<file path="src/rtl/matrix_scan_arbiter.sv">
// matrix_scan_arbiter
// Shares the single-port data RAM between the CPU load/store path and the
// LED-matrix refresh scanner. The scanner walks BASE_ADDR..END_ADDR, fetches
// each word and offers it to the matrix driver over a valid/ready handshake.
// A starvation counter lets a waiting scan read through after STARVE_LIMIT
// consecutive CPU grants.
// Optional feature macro: MATRIX_SCAN_STATS_EN adds the frame_cnt and
// starve_hit outputs.
module matrix_scan_arbiter #(
    parameter logic [15:0] BASE_ADDR    = 16'h0100,
    parameter logic [15:0] END_ADDR     = 16'h01FF,
    parameter int          MEM_LAT      = 1,
    parameter int          STARVE_LIMIT = 4
) (
    input  logic        clk,
    input  logic        reset,
    input  logic        cpu_req,
    input  logic        cpu_we,
    input  logic [15:0] cpu_addr,
    input  logic [15:0] cpu_wdata,
    output logic        cpu_gnt,
    output logic [15:0] cpu_rdata,
    output logic        cpu_rvalid,
    input  logic        scan_en,
    output logic        mem_en,
    output logic        mem_we,
    output logic [15:0] mem_addr,
    output logic [15:0] mem_wdata,
    input  logic [15:0] mem_rdata,
    output logic [15:0] pix_data,
    output logic [7:0]  pix_offset,
    output logic        pix_valid,
    input  logic        pix_ready,
`ifdef MATRIX_SCAN_STATS_EN
    output logic [15:0] frame_cnt,
    output logic        starve_hit,
`endif
    output logic        frame_done
);

    localparam int              SW    = (STARVE_LIMIT < 1) ? 1 : $clog2(STARVE_LIMIT + 1);
    localparam logic [SW-1:0]   LIMIT = SW'(STARVE_LIMIT);
    localparam logic [1:0]      LAT   = 2'(MEM_LAT);

    typedef enum logic [1:0] {
        IDLE      = 2'd0,
        CPU_WAIT  = 2'd1,
        SCAN_WAIT = 2'd2
    } state_t;

    state_t          state;
    state_t          state_next;
    logic [1:0]      lat_cnt;
    logic            acc_we;
    logic [15:0]     scan_ptr;
    logic [SW-1:0]   starve_cnt;

    logic            scan_want;
    logic            cpu_win;
    logic            scan_win;
    logic            lat_done;
    logic            accept;
    logic            at_end;

    logic            mem_en_d;
    logic            mem_we_d;
    logic [15:0]     mem_addr_d;
    logic [15:0]     mem_wdata_d;
    logic            cpu_gnt_d;
    logic            cpu_rvalid_d;
    logic [15:0]     cpu_rdata_d;
    logic            pix_valid_d;
    logic [15:0]     pix_data_d;
    logic [7:0]      pix_offset_d;
    logic            frame_done_d;
    logic [15:0]     scan_ptr_d;
    logic [SW-1:0]   starve_d;
    logic [1:0]      lat_cnt_d;
    logic            acc_we_d;

    // A scan read is only wanted when the previous pixel has been handed off.
    // The CPU wins unless the scanner has already been passed over STARVE_LIMIT times.
    assign scan_want = scan_en && !pix_valid && (state == IDLE);
    assign cpu_win   = (state == IDLE) && cpu_req && !(scan_want && (starve_cnt == LIMIT));
    assign scan_win  = scan_want && !cpu_win;
    assign lat_done  = (lat_cnt == LAT);
    assign accept    = pix_valid && pix_ready;
    assign at_end    = (scan_ptr == END_ADDR);

    // State register
    always_ff @(posedge clk or posedge reset) begin
        if (reset) begin
            state <= IDLE;
        end else begin
            state <= state_next;
        end
    end

    // Next-state logic: writes finish after their issue cycle, reads wait out MEM_LAT
    always_comb begin
        state_next = state;
        case (state)
            IDLE: begin
                if (cpu_win) begin
                    state_next = CPU_WAIT;
                end else if (scan_win) begin
                    state_next = SCAN_WAIT;
                end
            end
            CPU_WAIT: begin
                if (acc_we || lat_done) begin
                    state_next = IDLE;
                end
            end
            SCAN_WAIT: begin
                if (lat_done) begin
                    state_next = IDLE;
                end
            end
            default: state_next = IDLE;
        endcase
    end

    // Output logic: next values of every registered output and datapath register
    always_comb begin
        mem_en_d    = cpu_win || scan_win;
        mem_we_d    = cpu_win && cpu_we;
        mem_addr_d  = 16'h0000;
        if (cpu_win) begin
            mem_addr_d = cpu_addr;
        end else if (scan_win) begin
            mem_addr_d = scan_ptr;
        end
        mem_wdata_d = (cpu_win && cpu_we) ? cpu_wdata : 16'h0000;
        cpu_gnt_d   = cpu_win;

        cpu_rvalid_d = (state == CPU_WAIT) && !acc_we && lat_done;
        cpu_rdata_d  = cpu_rvalid_d ? mem_rdata : cpu_rdata;

        pix_valid_d  = pix_valid;
        pix_data_d   = pix_data;
        pix_offset_d = pix_offset;
        if ((state == SCAN_WAIT) && lat_done) begin
            pix_valid_d  = 1'b1;
            pix_data_d   = mem_rdata;
            pix_offset_d = 8'(scan_ptr - BASE_ADDR);
        end else if (accept) begin
            pix_valid_d = 1'b0;
        end

        frame_done_d = accept && at_end;
        scan_ptr_d   = scan_ptr;
        if (accept) begin
            scan_ptr_d = at_end ? BASE_ADDR : scan_ptr + 16'd1;
        end

        starve_d = starve_cnt;
        if (cpu_win && scan_want) begin
            starve_d = starve_cnt + SW'(1);
        end else if (scan_win) begin
            starve_d = '0;
        end

        lat_cnt_d = (state == IDLE) ? 2'd0 : lat_cnt + 2'd1;
        acc_we_d  = cpu_win ? cpu_we : acc_we;
    end

    // Output and datapath registers; reset abandons any in-flight access
    always_ff @(posedge clk or posedge reset) begin
        if (reset) begin
            mem_en     <= 1'b0;
            mem_we     <= 1'b0;
            mem_addr   <= 16'h0000;
            mem_wdata  <= 16'h0000;
            cpu_gnt    <= 1'b0;
            cpu_rvalid <= 1'b0;
            cpu_rdata  <= 16'h0000;
            pix_valid  <= 1'b0;
            pix_data   <= 16'h0000;
            pix_offset <= 8'h00;
            frame_done <= 1'b0;
            scan_ptr   <= BASE_ADDR;
            starve_cnt <= '0;
            lat_cnt    <= 2'd0;
            acc_we     <= 1'b0;
        end else begin
            mem_en     <= mem_en_d;
            mem_we     <= mem_we_d;
            mem_addr   <= mem_addr_d;
            mem_wdata  <= mem_wdata_d;
            cpu_gnt    <= cpu_gnt_d;
            cpu_rvalid <= cpu_rvalid_d;
            cpu_rdata  <= cpu_rdata_d;
            pix_valid  <= pix_valid_d;
            pix_data   <= pix_data_d;
            pix_offset <= pix_offset_d;
            frame_done <= frame_done_d;
            scan_ptr   <= scan_ptr_d;
            starve_cnt <= starve_d;
            lat_cnt    <= lat_cnt_d;
            acc_we     <= acc_we_d;
        end
    end

`ifdef MATRIX_SCAN_STATS_EN
    // Frame counter and a pulse whenever the starvation limit forces a scan grant
    always_ff @(posedge clk or posedge reset) begin
        if (reset) begin
            frame_cnt  <= 16'h0000;
            starve_hit <= 1'b0;
        end else begin
            if (frame_done_d) begin
                frame_cnt <= frame_cnt + 16'd1;
            end
            starve_hit <= scan_win && cpu_req;
        end
    end
`endif

endmodule

</file>
<file path="config.mk">
export PLATFORM = sky130hd
export DESIGN_NAME = matrix_scan_arbiter
export DESIGN_NICKNAME = d
export VERILOG_FILES = /design/src/rtl/matrix_scan_arbiter.sv
export SDC_FILE = /design/constraint.sdc
export NUM_CORES = 1
export LEC_CHECK = 0
export BUFFER_PORTS_ARGS = -buffer_cell sky130_fd_sc_hd__buf_4
export CORE_AREA = 3 3 85 148
export DETAILED_ROUTE_END_ITERATION = 10
export DIE_AREA = 0 0 88 151
export GPL_TIMING_DRIVEN = 0
export HOLD_SLACK_MARGIN = 0.1
export PLACE_DENSITY_LB_ADDON = 0.08
export SETUP_SLACK_MARGIN = 0.5
export SLEW_MARGIN = 40
export SYNTH_ARGS = -nofsm -noshare
export SYNTH_HDL_FRONTEND = slang
export SYNTH_SLANG_ARGS = --single-unit
</file>
<file path="constraint.sdc">
create_clock -name clk -period 3.1 [get_ports clk]
set_clock_uncertainty 0.05 [all_clocks]
set_input_delay 0.62 -clock clk [delete_from_list [all_inputs] [get_ports clk]]
set_output_delay 0.62 -clock clk [all_outputs]
set_load 0.02 [all_outputs]
</file>
After elaboration in Yosys (flattened, before gate mapping) --
Index checks and enable logic that the tools add are counted.
Cells by class: add/subtract/negate cells 4, $mul 0, divide/modulo/power cells 0, order comparisons 0, equal/unequal tests 8, shift-type cells 0, multiplexer cells 14, bitwise logic cells 0, reduce and logical (&&, ||, !) cells 23
Operator list (count):
- $mux 16 | 4
- $add 16x1->16 const B | 1
- $eq 16x9->1 const B | 1
- $logic_and 1x1->1 | 13
- $mux 2 | 5
- $sub 8x1->8 const B | 1
- $mux 3 | 2
- $pmux 2 s3 | 1
- $eq 2x1->1 const B | 2
- $logic_not 1->1 | 4
- $ne 2x2->1 const B | 2
- $reduce_bool 2->1 | 2
- $add 3x1->3 const B | 1
- $eq 3x3->1 const B | 1
- $ne 3x3->1 const B | 1
- $reduce_and 3->1 | 1
- $add 2x1->2 const B | 1
- $eq 2x2->1 const B | 1
- $logic_not 2->1 | 1
- $logic_or 1x1->1 | 2
- $mux 1 | 2
Word-level totals: register bits after elaboration 102, bits in latches 0, memory bits (writable) 0, memory bits (read-only) 0, input bits 54, output and inout bits 78, logic and storage cells 65, memories 0

Depth between registers and ports, before layout --
Gate-level depths: netlist (run 1).
word-level depth 11, gate-level depth with buffers 6, depth with buffers taken out 5

Worst setup path before layout (run 1) --
No wires, ideal clock.
kind input to register, start point input port cpu_req, end point register acc_we, setup time 0.128 ns, data arrival time 1.567 ns, required time 2.922 ns, path slack 1.355 ns, stages on the path 3, buffers on the path 0, cells stage by stage or3b_4 a31oi_4 mux2_1
Between the ends: longest elaborated chain between the ends 2
Ends and longest elaborated chain:
- start, declared | RTL line 17 | input logic cpu_req,
- $logic_and 1x1->1 (2 in a row) | RTL line 84 | assign cpu_win = (state == IDLE) && cpu_req && !(scan_want && (starve_cnt == LIMIT));
- end signal, assigned | RTL line 201 | acc_we <= acc_we_d;
- end, declared | RTL line 54 | logic acc_we;
Every way passes these cells. A chain may end at the register's enable or synchronous reset.

Worst setup path after layout (run 1) --
start point register state[1], end point register mem_addr[7]
Between the ends: longest elaborated chain between the ends 9, elaborated cells on any way between the ends 10, those cells by class mux: 2; reduce/logical: 8
Ends and longest elaborated chain:
- start, declared | RTL line 51 | state_t state;
- start signal, assigned | RTL line 95 | state <= state_next;
- $logic_not 2->1 * | RTL line 83, 84
- $logic_and 1x1->1 | RTL line 83 | assign scan_want = scan_en && !pix_valid && (state == IDLE);
- $logic_and 1x1->1 | RTL line 84
- $logic_not 1->1 | RTL line 84
- $logic_and 1x1->1 | RTL line 84
- $logic_not 1->1 | RTL line 85 | assign scan_win = scan_want && !cpu_win;
- $logic_and 1x1->1 | RTL line 85
- $mux 16 | RTL line 131 | end else if (scan_win) begin
- $mux 16 * | RTL line 129 | if (cpu_win) begin
- net mem_addr_d[7] | RTL line 67 | logic [15:0] mem_addr_d;
- end signal, assigned | RTL line 189 | mem_addr <= mem_addr_d;
- end, declared | RTL line 27 | output logic [15:0] mem_addr,
Mark *: on every way through the listed nets, which the timed path passes. The rest lies on a longest branch.

==> qor_table.md, run 1 <==
| Item | Value | Unit |
| --- | --- | --- |
| Post-CTS setup buffer count | 0 | - |
| Detailed-route DRC error count | 0 | - |
| Maximum buffer depth of the clock tree | 2 | - |
| Crit path buffers/inverters | 2 | - |
| Highest clock rate | 486.5 | MHz |
| Std-Cell Rows | 52 | - |
| Clock sinks | 102 | - |
| CP Capture Type | flip-flop | - |
| Number of warnings reported in the yosys synthesis log | 0 | - |
| Switch Pwr | 1.670 | mW |
| Sequential area share after synthesis | 64.12 | % |
| Area enclosed by the die boundary | 13290 | um^2 |
| GR Overflow Total | 0 | - |
| Clock group share of total power | 22.1 | % |
| Worst Path Arrival | 2.27 | ns |
| Number of detailed-routing iterations run before antenna repair | 4 | - |
| Slew @ Worst Pin | 0.6844 | ns |
| Latest clock arrival within the worst-skew pair | 0.34 | ns |
| Total via count in the routed design | 2831 | - |
| Max-slew violations | 0 | - |
| Startpoint type of the worst setup path | flip-flop | - |
| Area of the mapped netlist | 3983 | um^2 |
| Number of buffers added on ports | 131 | - |
| Starting DRT DRC Count | 86 | - |
| Post-layout min period | 2.055 | ns |
| Num ports | 132 | - |
| Synthesized area per cell | 12.93 | um^2 |
| Overall global routing resource usage | 15.10 | % |
| Net total in the final layout | 512 | - |
| Post-Place Setup Slack | 0.8654 | ns |
| Period Utilization, post-route | 66.30 | % |
| First-pass GRT wire length | 15.01 | mm |
| Pin count of the biggest net entering global routing | 26 | - |
| Number of antenna repair diodes | 0 | - |
| Flip-flop cell with the highest count after synthesis | dfrtp_1 | - |
| Origin of the worst setup path | state[1] | - |
| Post-Syn Nets | 366 | - |
| Final-layout setup total negative slack | 0 | ns |
| Hold/Removal Path Class | primary input to async pin | - |
| Number of global-route vias before repair | 2810 | - |
| Ratio of cells with drive above 1 in the final layout | 37.25 | % |
| Sequential cell fraction of total power | 40.9 | % |
| DP Wirelength | 7.262 | mm |
| Worst Setup Path Type | flip-flop to flip-flop | - |
| H-tree depth | 3 | - |
| Outcome | complete, no violations | - |
| Horizontal extent of the die | 88 | um |
| Worst stage delay on the critical path | 0.66 | ns |
| Static leakage | 2.767 | nW |
| Sw Ratio | 35.52 | % |
| Max Fanout on Critical Path | 10 | - |
| # Max-Cap Violations | 0 | - |
| Total CTS buffers | 9 | - |
| Internal power | 3.031 | mW |
| Data required time of the worst path | 3.31 | ns |
| Kind of cell adding the most delay to the critical path | simple AND/OR/NAND/NOR gates | - |
| Placeable core region | 11520 | um^2 |
| Normalized max-slew margin | 54.18 | % |
| Cell-by-cell listing of the critical path | buf_2 -> nor4b_4 -> clkbuf_1 -> nand2_1 -> o21ai_1 | - |
| RSZ-0062 raised after global routing | false | - |
| Remaining antenna violation count after routing | 0 | - |
| Highest-count cells in the layout ignoring fill and taps | 131 x buf_4, 101 x dfrtp_1, 41 x nand2_1, 39 x mux2_1, 19 x o21ai_1 | - |
| Area of placed instances | 5234 | um^2 |
| Avg WL per Cell | 16.23 | um |
| Reg-to-reg critical path startpoint | state[1] | - |
| Post-Layout Inst Area | 5503 | um^2 |
| Cts hold-fix bufs | 0 | - |
| Global placement routability congestion | 0.8255 | - |
| Worst ir drop on vdd | 335.4 | uV |
| Share of power burned in combinational logic | 37.1 | % |
| Instance count of the mapped netlist | 308 | - |
| Starting density of the core | 34.58 | % |
| Power density over the cells | 854.4 | nW/um^2 |
| Number of antenna violations at the first check in global routing | 0 | - |
| Routed vias/inst | 4.766 | - |
| Overall die height | 151 | um |
| Count of placed standard cells in the final layout, fillers left out | 594 | - |
| Slowest-stage cell, CP | nor4b_4 | - |
| Total Wirelength | 9.639 | mm |
| Setup slack of the critical path after layout | 1.045 | ns |
| Count of endpoints failing setup in the final report | 0 | - |
| Number of cells after detailed placement | 578 | - |
| Synth unique cells | 35 | - |
| Most frequent standard cell in the layout excluding fill and tap cells | buf_4 | - |
| Ys async rst share | 100.0 | % |
| Root Buffer | clkbuf_16 | - |
| Gates resized, CTS repair | 0 | - |
| Number of fill cells | 1107 | - |
| Hold violation total from the final report | 0 | - |
| TritonCTS clock tree | yes | - |
| Number of flops mapped to enable cells by yosys | 0 | - |
| Clock transition at the registers of the reported paths | 0.07 | ns |
| Synthesized flop and latch total | 102 | - |
| Area growth from synthesis to layout | 38.17 | % |
| Total power after layout | 4.701 | mW |
worst register-to-register path, cell delays in order, from the launching register on:
cell,delay (ns)
dfrtp_1,0.35
buf_2,0.17
nor4b_4,0.66
clkbuf_1,0.50
nand2_1,0.12
o21ai_1,0.14
metal layers:
| layer | GRT usage (%) | vias up | share of wire (%) |
|---|---|---|---|
| met5 | 0 | - | 0 |
| met4 | 6.759 | 0 | 2.3 |
| met3 | 3.375 | 13 | 4.5 |
| met2 | 26.81 | 79 | 56 |
| met1 | 16.87 | 1386 | 37 |
| li1 | - | 1353 | - |
cell type report:
type,instances,area [um^2],share of cell area (%)
tap,135,168.9,3.070
timing repair buffer,135,1079,19.60
clock inverter,5,36.28,0.6594
clock buffer,11,232.7,4.229
buffer,13,68.82,1.251
sequential,102,2554,46.41
multi-input combinational,184,1326,24.10
inverter,9,37.54,0.6821
synthesized netlist by cell type (4+ instances only):
master | count | share of area, %
xnor2_1 | 5 | 1.1
nand3_1 | 7 | 0.88
nor2_1 | 9 | 0.85
and3_1 | 16 | 2.5
dfrtp_1 | 101 | 63
inv_1 | 9 | 0.85
ha_1 | 4 | 1.3
o21ai_1 | 19 | 2.4
nand2_1 | 41 | 3.9
xor2_1 | 7 | 1.5
nor3_1 | 5 | 0.63
buf_2 | 10 | 1.3
nand4_1 | 6 | 0.94
mux2_1 | 39 | 11
power by group through the flow:
stage,clock (mW),sequential [mW],combinational (mW)
after CTS,1.08,1.93,1.79
after detailed placement,0,1.95,1.78
final,1.04,1.92,1.74
after global placement,0,1.94,1.75
after global routing,1.13,1.98,1.88
after floorplan,0,2.33,0.585
registers in the layout, indices dropped and copies added, names as in the netlist, 2 cells and up:
signal and count:
scan_ptr 16, pix_data 16, lat_cnt 2, pix_offset 8, mem_wdata 16, starve_cnt 3
mem_addr 16, cpu_rdata 16, state 2
cells by family (layout without fill, tap and decap cells):
logic type | after synthesis | in the layout | share of synthesized area [%]
flops | 102 | 102 | 64.12
simple gates | 99 | 99 | 13.23
mux | 41 | 41 | 11.59
compound gates | 28 | 28 | 4.587
buf+inv | 22 | 173 | 2.576
xor+xnor | 12 | 12 | 2.639
fa+ha+maj | 4 | 4 | 1.257
path summary, 6_finish.rpt:
path	end	slack, ns	cells after the start
max in group asynchronous	scan_ptr[8]	2.10	4
min	cpu_rdata[1]	0.20	2
max	mem_addr[7]	1.04	5
min reg2reg	lat_cnt[0]	0.38	1
min in group clk	lat_cnt[0]	0.38	1
max reg2reg	mem_addr[7]	1.04	5
metrics by stage:
stage | hold slack (ns) | util (%)
4_1_cts | 0.1941 | 47.78
6_report | 0.2042 | 47.78
2_1_floorplan | 0.3599 | -
5_1_grt | 0.2059 | 47.78
3_5_place_dp | 0.3771 | 45.45
3_3_place_gp | 0.3710 | 44.62
Note: power is estimated with default switching activity, not from simulation.
==> run 2: changes to the inputs <==
clock period = 2.1 ns   (was 3.1 ns; I/O delays follow)
==> qor_table.md, run 2 (synthesis gave the netlist of run 1 again) <==
| Item | Value | Unit | Change |
| --- | --- | --- | --- |
| Pin count of the biggest net entering global routing | 26 | - | unchanged |
| Normalized max-slew margin | 77.31 | % | +23 points |
| Number of buffers added on ports | 131 | - | unchanged |
| Worst Setup Path Type | flip-flop to flip-flop | - |  |
| Placeable core region | 11520 | um^2 | unchanged |
| Power density over the cells | 1263 | nW/um^2 | +48% |
| Number of cells after detailed placement | 578 | - | unchanged |
| Hold Crit Start | cpu_addr[11] | - |  |
| Routed vias/inst | 4.795 | - | +0.60% |
| RSZ-0062 raised after global routing | true | - |  |
| Clock transition at the registers of the reported paths | 0.07 | ns | about the same |
| Highest clock rate | 590.3 | MHz | +21% |
| Num ports | 132 | - | unchanged |
| Highest-count cells in the layout ignoring fill and taps | 165 x buf_4, 96 x dfrtp_1, 39 x nand2_1, 29 x mux2_1, 18 x o21ai_1 | - |  |
| Worst Path Arrival | 1.91 | ns | -0.36 ns |
| Outcome | complete, no violations | - |  |
| Maximum buffer depth of the clock tree | 2 | - | unchanged |
| Static leakage | 3.110 | nW | +12% |
| Hold violation total from the final report | 0 | - | unchanged |
| Area enclosed by the die boundary | 13290 | um^2 | unchanged |
| Most frequent standard cell in the layout excluding fill and tap cells | buf_4 | - |  |
| Area of placed instances | 5258 | um^2 | +0.45% |
| Post-Layout Inst Area | 6166 | um^2 | +12% |
| Worst r2r dst | starve_cnt[0] | - |  |
| Starting DRT DRC Count | 69 | - | -20% |
| Total via count in the routed design | 3059 | - | +8.1% |
| Worst Hold End | mem_addr[11] | - |  |
| Number of global-route vias before repair | 3132 | - | +11% |
| Overall global routing resource usage | 16.40 | % | +1.3 points |
| Hold/Removal Path Class | primary input to flip-flop | - |  |
| Std-Cell Rows | 52 | - | unchanged |
| Area growth from synthesis to layout | 54.82 | % |  |
| TritonCTS clock tree | yes | - |  |
| Worst ir drop on vdd | 522.3 | uV | +56% |
| Number of detailed-routing iterations run before antenna repair | 4 | - | unchanged |
| Horizontal extent of the die | 88 | um | unchanged |
| First-pass GRT wire length | 16.44 | mm | +9.5% |
| Clock sinks | 102 | - | unchanged |
| Core Util, Final | 53.54 | % | +5.8 points |
| GR Overflow Total | 0 | - | unchanged |
| Reg-to-reg critical path startpoint | state[1] | - |  |
| Number of antenna repair diodes | 0 | - | unchanged |
| Global placement routability congestion | 0.7560 | - | -8.4% |
| Overall die height | 151 | um | unchanged |
| Data required time of the worst path | 2.31 | ns | -1.00 ns |
| # Max-Cap Violations | 0 | - | unchanged |
| Ratio of cells with drive above 1 in the final layout | 48.71 | % | +11 points |
| Total CTS buffers | 9 | - | unchanged |
| Final-layout setup total negative slack | 0 | ns | unchanged |
| Count of placed standard cells in the final layout, fillers left out | 638 | - | +7.4% |
| Starting density of the core | 34.58 | % | unchanged |
| Post-layout min period | 1.694 | ns | -0.3612 ns |
| Setup slack of the worst register-to-register path | 0.41 | ns | -0.64 ns |
| CP Capture Type | flip-flop | - |  |
| Detailed-route DRC error count | 0 | - | unchanged |
| Startpoint type of the worst setup path | flip-flop | - |  |
| Max-slew violations | 0 | - | unchanged |
| Hold Path Depth | 3 | - |  |
| Depth of the worst register-to-register path | 7 | - | +2 |
| H-tree depth | 3 | - | unchanged |
| Slew @ Worst Pin | 0.3395 | ns | -0.3449 ns |
| Avg WL per Cell | 17.12 | um | +5.5% |
| Number of antenna violations at the first check in global routing | 0 | - | unchanged |
| Root Buffer | clkbuf_16 | - |  |
| Max Fanout on Critical Path | 6 | - | -4 |
| Period Utilization, post-route | 80.68 | % | +14 points |
| Count of endpoints failing setup in the final report | 0 | - | unchanged |
| Remaining antenna violation count after routing | 0 | - | unchanged |
| Net total in the final layout | 556 | - | +8.6% |
| Latest clock arrival within the worst-skew pair | 0.33 | ns | about the same |
| Total Wirelength | 10.92 | mm | +13% |
| DP Wirelength | 7.286 | mm | +0.33% |
## run 2: cell types whose count changed in the layout (fill, tap and decap cells not counted), moves of 3 or more
cell | previous run | this run
mux2_4 | 0 | 10
and4_1 | 3 | 0
and4_4 | 0 | 3
buf_8 | 0 | 4
buf_4 | 131 | 165
buf_12 | 2 | 7
mux2_1 | 39 | 29
dfrtp_2 | 0 | 5
dfrtp_1 | 101 | 96
nand3_1 | 7 | 4
buf_6 | 1 | 7
buf_2 | 10 | 1
## run 2: area by class of cell
class,instances,area (um^2)
buffer,13,146.4
clock buffer,12,236.5
clock inverter,4,47.55
fill,1032,5350
inverter,9,37.54
multi-input combinational,185,1484
sequential,102,2560
tap,135,168.9
timing repair buffer,178,1485
## run 2: layer usage
| metal | global-route usage (%) | part of all wire, % |
|---|---|---|
| met1 | 18.46 | 39 |
| met2 | 30.06 | 56 |
| met3 | 3.375 | 3.8 |
| met4 | 5.530 | 1.6 |
| met5 | 0 | 0 |
## run 2: through the flow
step | hold slack (ns) | setup WS (ns) | total power, mW
2_1_floorplan | 0.3599 | 0.4132 | 4.333
3_3_place_gp | 0.3713 | -0.2933 | 5.481
3_5_place_dp | 0.3842 | -0.04181 | 5.548
4_1_cts | 0.2202 | 0.4080 | 7.626
5_1_grt | 0.2186 | 0.3502 | 8.228
6_report | 0.2387 | 0.4058 | 7.787
## run 2: power breakdown
| group | total [mW] | internal, mW | switching (mW) |
|---|---|---|---|
| registers | 2.85 | 2.54 | 0.315 |
| clock network | 1.62 | 0.922 | 0.702 |
| logic | 3.31 | 1.66 | 1.65 |
| total | 7.79 | 5.12 | 2.66 |
## run 2: how the worst max path moves through the flow
stage | startpoint | endpoint | slack (ns) | cells past startpoint
2_1_floorplan | reset | acc_we | 0.41 | 1
3_3_place_gp | reset | scan_ptr[12] | -0.29 | 2
3_5_place_dp | state[1] | starve_cnt[0] | -0.04 | 5
4_1_cts | state[1] | mem_addr[8] | 0.41 | 7
5_1_grt | state[0] | mem_addr[8] | 0.35 | 7
6_report | state[1] | starve_cnt[0] | 0.41 | 7
## run 2: what timing repair did
| item | in CTS | in global routing |
|---|---|---|
| setup endpoints to repair | 82 | 107 |
| pin swaps | 9 | 10 |
| gates cloned | 4 | 2 |
| endpoints found under the hold margin | 17 | 0 |
| buffers inserted | 18 | 19 |
| hold buffers | 1 | 0 |
| resized for setup | 40 | 26 |
## run 2: worst max-delay path, cell delays in order, from the launching register on
cell and delay, ns:
dfrtp_1 0.37, buf_6 0.13, or3b_4 0.42, a31oi_4 0.20, buf_12 0.16, buf_8 0.12
nand2_4 0.05, o21ai_2 0.12
